--- src/rtl/msg_schedule_expander_if.sv ---
// Stream bundle between the block padder, the schedule expander and the round core.
// The slave modport is the expander's view; the master modport is the surrounding logic.
interface msg_schedule_expander_if #(
  parameter int unsigned WORD_W = 64
);
  logic              in_valid;
  logic              in_ready;
  logic [WORD_W-1:0] in_word;
  logic              out_valid;
  logic              out_ready;
  logic [WORD_W-1:0] out_word;
  logic [6:0]        out_idx;
  logic              out_last;
  logic              busy;

  modport slave (
    input  in_valid, in_word, out_ready,
    output in_ready, out_valid, out_word, out_idx, out_last, busy
  );

  modport master (
    output in_valid, in_word, out_ready,
    input  in_ready, out_valid, out_word, out_idx, out_last, busy
  );
endinterface

--- src/rtl/msg_schedule_expander.sv ---
// SHA-2 message-schedule expander: loads 16 words of a block, then issues W[0..ROUNDS-1]
// one word per cycle through a single registered output stage with valid/ready backpressure.
module msg_schedule_expander #(
  parameter int unsigned WORD_W = 64,
  parameter int unsigned ROUNDS = 80
) (
  input logic                    clk,
  input logic                    rst,
  msg_schedule_expander_if.slave sched
);

  localparam bit          Wide    = (WORD_W == 64);
  localparam int unsigned S0R1    = Wide ? 1  : 7;
  localparam int unsigned S0R2    = Wide ? 8  : 18;
  localparam int unsigned S0S     = Wide ? 7  : 3;
  localparam int unsigned S1R1    = Wide ? 19 : 17;
  localparam int unsigned S1R2    = Wide ? 61 : 19;
  localparam int unsigned S1S     = Wide ? 6  : 10;
  localparam logic [6:0]  LastIdx = 7'(ROUNDS - 1);

  typedef enum logic [0:0] {StLoad, StExpand} state_e;

  state_e            state_q, state_d;
  logic [WORD_W-1:0] sched_q [16];
  logic [6:0]        t_q, t_d;
  logic              out_valid_q, out_valid_d;
  logic [WORD_W-1:0] out_word_q, out_word_d;
  logic [6:0]        out_idx_q, out_idx_d;
  logic              out_last_q, out_last_d;
  logic              busy_q, busy_d;

  logic              free, in_ready, issue, last;
  logic [3:0]        p, p1, p9, p14;
  logic [WORD_W-1:0] w_exp, wr_word;

  function automatic logic [WORD_W-1:0] rotr(input logic [WORD_W-1:0] x, input int unsigned n);
    return (x >> n) | (x << (WORD_W - n));
  endfunction

  function automatic logic [WORD_W-1:0] sigma0(input logic [WORD_W-1:0] x);
    return rotr(x, S0R1) ^ rotr(x, S0R2) ^ (x >> S0S);
  endfunction

  function automatic logic [WORD_W-1:0] sigma1(input logic [WORD_W-1:0] x);
    return rotr(x, S1R1) ^ rotr(x, S1R2) ^ (x >> S1S);
  endfunction

  // Slot offsets wrap mod 16 through the 4-bit arithmetic.
  always_comb begin
    p     = t_q[3:0];
    p1    = p + 4'd1;
    p9    = p + 4'd9;
    p14   = p + 4'd14;
    w_exp = sigma1(sched_q[p14]) + sched_q[p9] + sigma0(sched_q[p1]) + sched_q[p];
  end

  always_comb begin
    free        = !out_valid_q || sched.out_ready;
    last        = (t_q == LastIdx);
    state_d     = state_q;
    t_d         = t_q;
    out_valid_d = out_valid_q;
    out_word_d  = out_word_q;
    out_idx_d   = out_idx_q;
    out_last_d  = out_last_q;
    busy_d      = busy_q;
    in_ready    = 1'b0;
    issue       = 1'b0;
    wr_word     = '0;

    unique case (state_q)
      StLoad: begin
        in_ready = free;
        if (sched.in_valid && free) begin
          issue   = 1'b1;
          wr_word = sched.in_word;
          busy_d  = 1'b1;
          if (t_q == 7'd15) state_d = StExpand;
        end
      end
      StExpand: begin
        if (free) begin
          issue   = 1'b1;
          wr_word = w_exp;
          if (last) begin
            state_d = StLoad;
            busy_d  = 1'b0;
          end
        end
      end
      default: state_d = StLoad;
    endcase

    if (issue) begin
      out_valid_d = 1'b1;
      out_word_d  = wr_word;
      out_idx_d   = t_q;
      out_last_d  = last;
      t_d         = last ? 7'd0 : t_q + 7'd1;
    end else if (sched.out_ready) begin
      out_valid_d = 1'b0;
    end
  end

  always_ff @(posedge clk or posedge rst) begin
    if (rst) begin
      state_q     <= StLoad;
      t_q         <= '0;
      out_valid_q <= 1'b0;
      out_word_q  <= '0;
      out_idx_q   <= '0;
      out_last_q  <= 1'b0;
      busy_q      <= 1'b0;
      for (int i = 0; i < 16; i++) sched_q[i] <= '0;
    end else begin
      state_q     <= state_d;
      t_q         <= t_d;
      out_valid_q <= out_valid_d;
      out_word_q  <= out_word_d;
      out_idx_q   <= out_idx_d;
      out_last_q  <= out_last_d;
      busy_q      <= busy_d;
      if (issue) sched_q[p] <= wr_word;
    end
  end

  assign sched.in_ready  = in_ready;
  assign sched.out_valid = out_valid_q;
  assign sched.out_word  = out_word_q;
  assign sched.out_idx   = out_idx_q;
  assign sched.out_last  = out_last_q;
  assign sched.busy      = busy_q;

endmodule

--- src/flat_wrapper.sv ---
// flat-port wrapper written by rule: the top's interface ports become plain ports
module msg_schedule_expander_flat 
#(
  parameter int unsigned WORD_W = 64,
  parameter int unsigned ROUNDS = 80
)
  (clk, rst, sched_in_valid, sched_in_word, sched_out_ready, sched_in_ready, sched_out_valid, sched_out_word, sched_out_idx, sched_out_last, sched_busy);
  msg_schedule_expander_if #(.WORD_W(WORD_W)) sched_i ();
  input logic clk;
  input logic rst;
  input wire logic [$bits(sched_i.in_valid)-1:0] sched_in_valid;
  input wire logic [$bits(sched_i.in_word)-1:0] sched_in_word;
  input wire logic [$bits(sched_i.out_ready)-1:0] sched_out_ready;
  output wire logic [$bits(sched_i.in_ready)-1:0] sched_in_ready;
  output wire logic [$bits(sched_i.out_valid)-1:0] sched_out_valid;
  output wire logic [$bits(sched_i.out_word)-1:0] sched_out_word;
  output wire logic [$bits(sched_i.out_idx)-1:0] sched_out_idx;
  output wire logic [$bits(sched_i.out_last)-1:0] sched_out_last;
  output wire logic [$bits(sched_i.busy)-1:0] sched_busy;
  assign sched_i.in_valid = sched_in_valid;
  assign sched_i.in_word = sched_in_word;
  assign sched_i.out_ready = sched_out_ready;
  assign sched_in_ready = sched_i.in_ready;
  assign sched_out_valid = sched_i.out_valid;
  assign sched_out_word = sched_i.out_word;
  assign sched_out_idx = sched_i.out_idx;
  assign sched_out_last = sched_i.out_last;
  assign sched_busy = sched_i.busy;
  msg_schedule_expander #(.WORD_W(WORD_W), .ROUNDS(ROUNDS)) u_core (.clk(clk), .rst(rst), .sched(sched_i));
endmodule
--- config.mk ---
export PLATFORM = sky130hd
export DESIGN_NAME = msg_schedule_expander_flat
export DESIGN_NICKNAME = d
export VERILOG_FILES = /design/src/rtl/msg_schedule_expander_if.sv /design/src/rtl/msg_schedule_expander.sv /design/src/flat_wrapper.sv
export SDC_FILE = /design/constraint.sdc
export NUM_CORES = 2
export LEC_CHECK = 0
export BUFFER_PORTS_ARGS = -buffer_cell sky130_fd_sc_hd__buf_2
export CORE_MARGIN = 2
export CORE_UTILIZATION = 54
export CTS_CLUSTER_SIZE = 25
export DETAILED_ROUTE_END_ITERATION = 16
export PLACE_DENSITY_LB_ADDON = 0.08
export SYNTH_ARGS = -nofsm -noshare
export SYNTH_HDL_FRONTEND = slang
export SYNTH_SLANG_ARGS = --single-unit
--- constraint.sdc ---
create_clock -name clk -period 48.4 [get_ports clk]
set_input_delay 9.68 -clock clk [delete_from_list [all_inputs] [get_ports clk]]
set_output_delay 9.68 -clock clk [all_outputs]
set_load 0.03 [all_outputs]
### After elaboration in Yosys (flattened, before gate mapping)

Cells that the tools add are included.

* add/subtract/negate cells: 7
* multipliers: 0
* div/mod/pow operators: 0
* magnitude comparators: 5
* eq/ne operators: 5
* shift-type cells: 0
* mux-type cells: 34
* bitwise operators: 13
* reductions and logical operators: 6

Operators by type and width (count)
* $bmux 64 s4: 4
* $bwmux 1024: 1
* $mux 64: 11
* $demux 64 s4: 1
* $add 64x64->64: 3
* $pmux 64 s2: 1
* $xor 64x64->64: 2
* $or 3x64->64: 1
* $or 45x64->64: 1
* $or 56x64->64: 1
* $or 63x64->64: 1
* $xor 64x57->64: 1
* $xor 64x58->64: 1
* $ge 5x5->1 const B: 4
* $not 4->5: 4
* $mux 1: 12
* $add 4x4->4 const B: 2
* $add 7x1->7 const B: 1
* $eq 7x4->1 const B: 1
* $eq 7x7->1 const B: 1
* $mux 7: 1
* $pmux 1 s2: 3
* $lt 5x1->1 const B: 1
* $add 4x1->4 const B: 1
* other kinds (8): 10

* flip-flop bits (word level): 1106
* bits in latches: 0
* memory bits (writable): 0
* memory bits (read-only): 0
* input bits: 68
* output and inout bits: 75
* word-level logic and storage cells: 93
* memories: 0

### Longest topological paths before layout

* depth after elaboration: 14
* gate-level depth with buffers: 38
* depth with buffers taken out: 24

### Worst setup path before layout

Ideal clock, no wire load.

* path kind: input -> output
* start point: input port sched_out_ready
* end point: output port sched_in_ready
* arrival time: 10.138 ns
* data required time: 38.720 ns
* setup slack: 28.582 ns
* stages: 2
* buffers on the path: 0
* cells stage by stage: nor2b_1 nor2_1

* word-level cells in the longest chain between the ends: 2

Ends and longest elaborated chain
* start: declaration: RTL line flat_wrapper.sv:13 `input wire logic [$bits(sched_i.out_ready)-1:0] sched_out_ready;`
* $logic_or 1x1->1: RTL line msg_schedule_expander.sv:58 `free = !out_valid_q || sched.out_ready;`
* $mux 1: RTL line msg_schedule_expander.sv:71 `unique case (state_q)`
* end: declaration: RTL line flat_wrapper.sv:14 `output wire logic [$bits(sched_i.in_ready)-1:0] sched_in_ready;`

Every way passes these cells.

### Final worst setup path

Same ends and word-level chain as after synthesis.

==> impl_summary.md <==
Run status
The run finished with clean final reports.

Route
For this run, the detailed router's first-pass iteration total came to 7. The total number of vias is 54908. In the routed design, unresolved DRC markers number 0.

In this run, the number of DRC markers left after iteration 0 of detailed routing was 6720. The remaining antenna violation count is 0. Dividing the detail-routed wire length by the instance count gives 30.2 um. After detailed routing, the number of vias per cell comes to 6.79. The detailed-route wire length is 245 mm.

Synthesis
For this run, the register share of the synthesized area comes to 0.377. The post-synthesis cell area is 0.0735 mm^2. By area, the combinational part of the netlist is dominated by multiplexers. The share of Yosys cell area claimed by the top area cell type is 0.377. Synthesis produced a netlist with a net count of 6629. The portion of netlist area occupied by mux cells is 0.317. Synthesis instantiated 64 different standard cells from the library.

The post-synthesis xor/xnor area fraction is 0.0372. Of the total synthesized cell area, the portion taken by AND, OR, NAND and NOR gates is 0.0834. The fraction of registers with async set/reset is 1.00. The Yosys step of the flow raised 0 warnings. The adder-cell share of the synthesized area is 0.0461. Ranked by total cell area, the synthesized netlist is headed by dfrtp_1, mux4_2, nand2_1.

For this run, the leading register cell type out of synthesis is dfrtp_1. The share of the synthesized area in compound gates (AO/OA/AOI/OAI) is 0.0938. The post-synthesis instance total is 6366.

In this run, synthesis inferred 0 flip-flops with an integrated enable. The number of storage elements in the synthesis netlist is 1106. Averaged over all synthesized cells, the footprint is 11.5 um^2. The largest total area in the synthesized netlist belongs to dfrtp_1.

Clock network
Clock-pin slew was measured on the worst setup and hold paths at 0.05 ns. The number of gates resized after CTS was 0. In this run the clock root is driven by a clkbuf_16. In this run the post-CTS setup repair buffer count came out at 0. The clock net sink count is 1106. The TritonCTS buffer count is 133. The TritonCTS clock tree is done. The clock latency of the later-clocked register in the worst-skew pair is 0.80 ns.

The H-tree was split into 4 levels. The largest buffer count on any clock path is 3. After clock tree synthesis, the flow added hold-fix buffers numbering 0.

STA
Dividing the final minimum period by the clock period gives 0.412. Setup total negative slack on the finished layout was measured at 0 ns. The number of hold-slack violations in the final timing report was 0. The fmax is 50.1 MHz. The number of pins with negative max-slew slack in the final report is 0. For the pin with the worst max-slew slack, the measured transition is 1.32 ns. Between clock sinks in the finished design, the worst skew comes to 0.0301 ns. The worst pin sits at a relative slew slack of 0.119. The final setup violation count is 0. Counting I/O delays and the setup requirement, the final critical path takes 19.96 ns. Setup repair after global routing left no endpoint under its margin.

Worst setup path
The buffer and inverter count on the worst path is 2. The family of cells with the greatest summed delay on the critical path is simple AND/OR/NAND/NOR gates. The cell occurring most often along the worst timing path is buf_2. The slowest stage cell on the critical path is nor2b_1. The sort of element at the start of the critical path is an input port.

The worst setup path is of the in2out kind. The maximum cell stage delay along the critical path is 0.25 ns. STA classifies the critical path endpoint as a primary output. The required time of the critical path is 38.72 ns. At the worst endpoint, the arrival time is 10.28 ns.

The critical-path maximum fanout is 4. The signal on the critical path passes through buf_2 -> nor2b_1 -> nor2_1 -> buf_2.

Finish
Of the cells placed in the final design, the portion with a size suffix greater than 1 is 0.251. The finished layout holds 8085 standard cells, fillers aside. In the layout the commonest cells are nand2_1, dfrtp_1, mux4_2. The synthesis-to-layout area growth is 9.09%. The most common cell after layout, fill and taps aside is nand2_1. The number of nets in the final layout is 6464. Once layout is complete, the utilization of the core stands at 0.593.

Floorplan
The chip height is 373 um. The initial standard-cell utilization of the core is 0.543. The placeable core region is 0.135 mm^2. The number of placed I/O pins is 143. The overall die width is 373 um. The total die area is 0.139 mm^2. After floorplanning, the core was divided into 135 placement rows.

Run
Max-cap violations in this run came to 0.

Global routing
The largest net degree at the start of global routing is 161. The remaining global-route overflow is 0. The initial antenna violation count was 3. The first-pass GRT wire length is 365 mm. For this run, the total global-route usage over all layers was measured as 0.357. The via count of the first global-routing pass is 53561.

Place
The count of placed standard cells including taps is 7847. The half-perimeter wire length after detailed placement is 155 mm. During placement, the flow inserted port buffers numbering 142. At the end of routability-driven placement, the weighted congestion stood at 0.954.

Worst hold path
In this run the worst hold path is classified as reg2reg.
[cells by family (layout without fill, tap and decap cells)]
group                      Yosys count  after routing
DFF                               1106           1106
AOI/OAI and AO/OA                 1266           1266
adders and majority gates          195            195
buffers and inverters              886            822
other                                0              2
and+or+nand+nor                   1558           1558
xor gates and xnor gates           312            312
muxes                             1043           1043
[cell usage after synthesis (all sizes together) (9+ instances only)]
cell    count
a21o       28
a21oi     166
a22oi      50
a31oi       9
and2       17
and3        9
buf       134
clkbuf    437
dfrtp    1106
fa        126
ha         69
inv       315
mux2       17
mux4     1023
nand2    1345
nand2b     10
nand3      20
nand4      21
nor2       91
nor2b      15
nor3       14
o211ai     13
o21a       10
o21ai     930
o31ai      20
xnor2     278
xor2       34
[metal layers]
layer  up-vias  global-route usage  wire, um
met5         -                   0        12
li1      22836                   -         -
met4         2               0.151     11500
met2      3151               0.535    112000
met1     28327               0.501     96300
met3       592              0.0881     25200
[worst reg2reg max path: stages, from the launching register on]
cell	delay [ns]
dfrtp_4	0.82
buf_4	0.77
buf_4	0.82
buf_4	0.73
mux4_2	0.66
mux4_2	0.64
xnor2_1	0.24
xnor2_1	0.11
fa_1	0.53
inv_1	0.06
fa_1	0.47
inv_1	0.04
ha_1	0.35
o21ai_0	0.13
o31ai_2	0.50
a31oi_1	0.28
o41ai_2	0.63
o21ai_1	0.28
o41ai_4	0.87
a2111oi_2	0.27
nor2_1	0.19
xor2_1	0.14
a22oi_1	0.97
o21ai_0	0.26
[final timing paths]
kind                                      startpoint                         to  slack (ns)  depth (start not counted)
hold / removal             u_core.sched.out_word[15]  u_core.sched.out_word[15]        0.46                          2
min in group asynchronous                        rst      u_core.sched.out_last        8.97                          2
max in group asynchronous                        rst         u_core.sched_q[30]       35.46                          6
setup / recovery                     sched_out_ready             sched_in_ready       28.44                          4
hold reg to reg            u_core.sched.out_word[15]  u_core.sched.out_word[15]        0.46                          2
setup reg to reg                       u_core.t_q[0]        u_core.sched_q[886]       37.44                         23
[metrics by stage]
stage / worst slack, ns / instance area (um^2) / hold slack, ns
CTS: 28.43 / 80200 / 0.471
detailed placement: 28.44 / 75600 / 0.458
global placement: 28.44 / 75600 / 0.453
floorplan: 7.58 / 73500 / 0.475
finish: 28.44 / 80200 / 0.463
global route: 28.37 / 80200 / 0.493
[final cells by class]
| class | instances | area [um^2] |
|---|---|---|
| sequential | 1106 | 27700 |
| tap | 1781 | 2230 |
| antenna | 2 | 5.00 |
| fill | 11062 | 55100 |
| multi-input combinational | 4374 | 42700 |
| clock buffer | 180 | 3780 |
| timing repair buffer | 271 | 1790 |
| clock inverter | 56 | 812 |
| inverter | 315 | 1190 |
[flip-flops by register name (all words and copies together), names as in the netlist]
name,cells
u_core.sched.busy,1
u_core.sched.out_idx,7
u_core.sched.out_last,1
u_core.sched.out_valid,1
u_core.sched.out_word,64
u_core.sched_q,1024
u_core.state_q,1
u_core.t_q,7
Power is left out: the tool's default activity adds up to more than one toggle a clock period on the data nets, which glitch-free logic cannot reach.
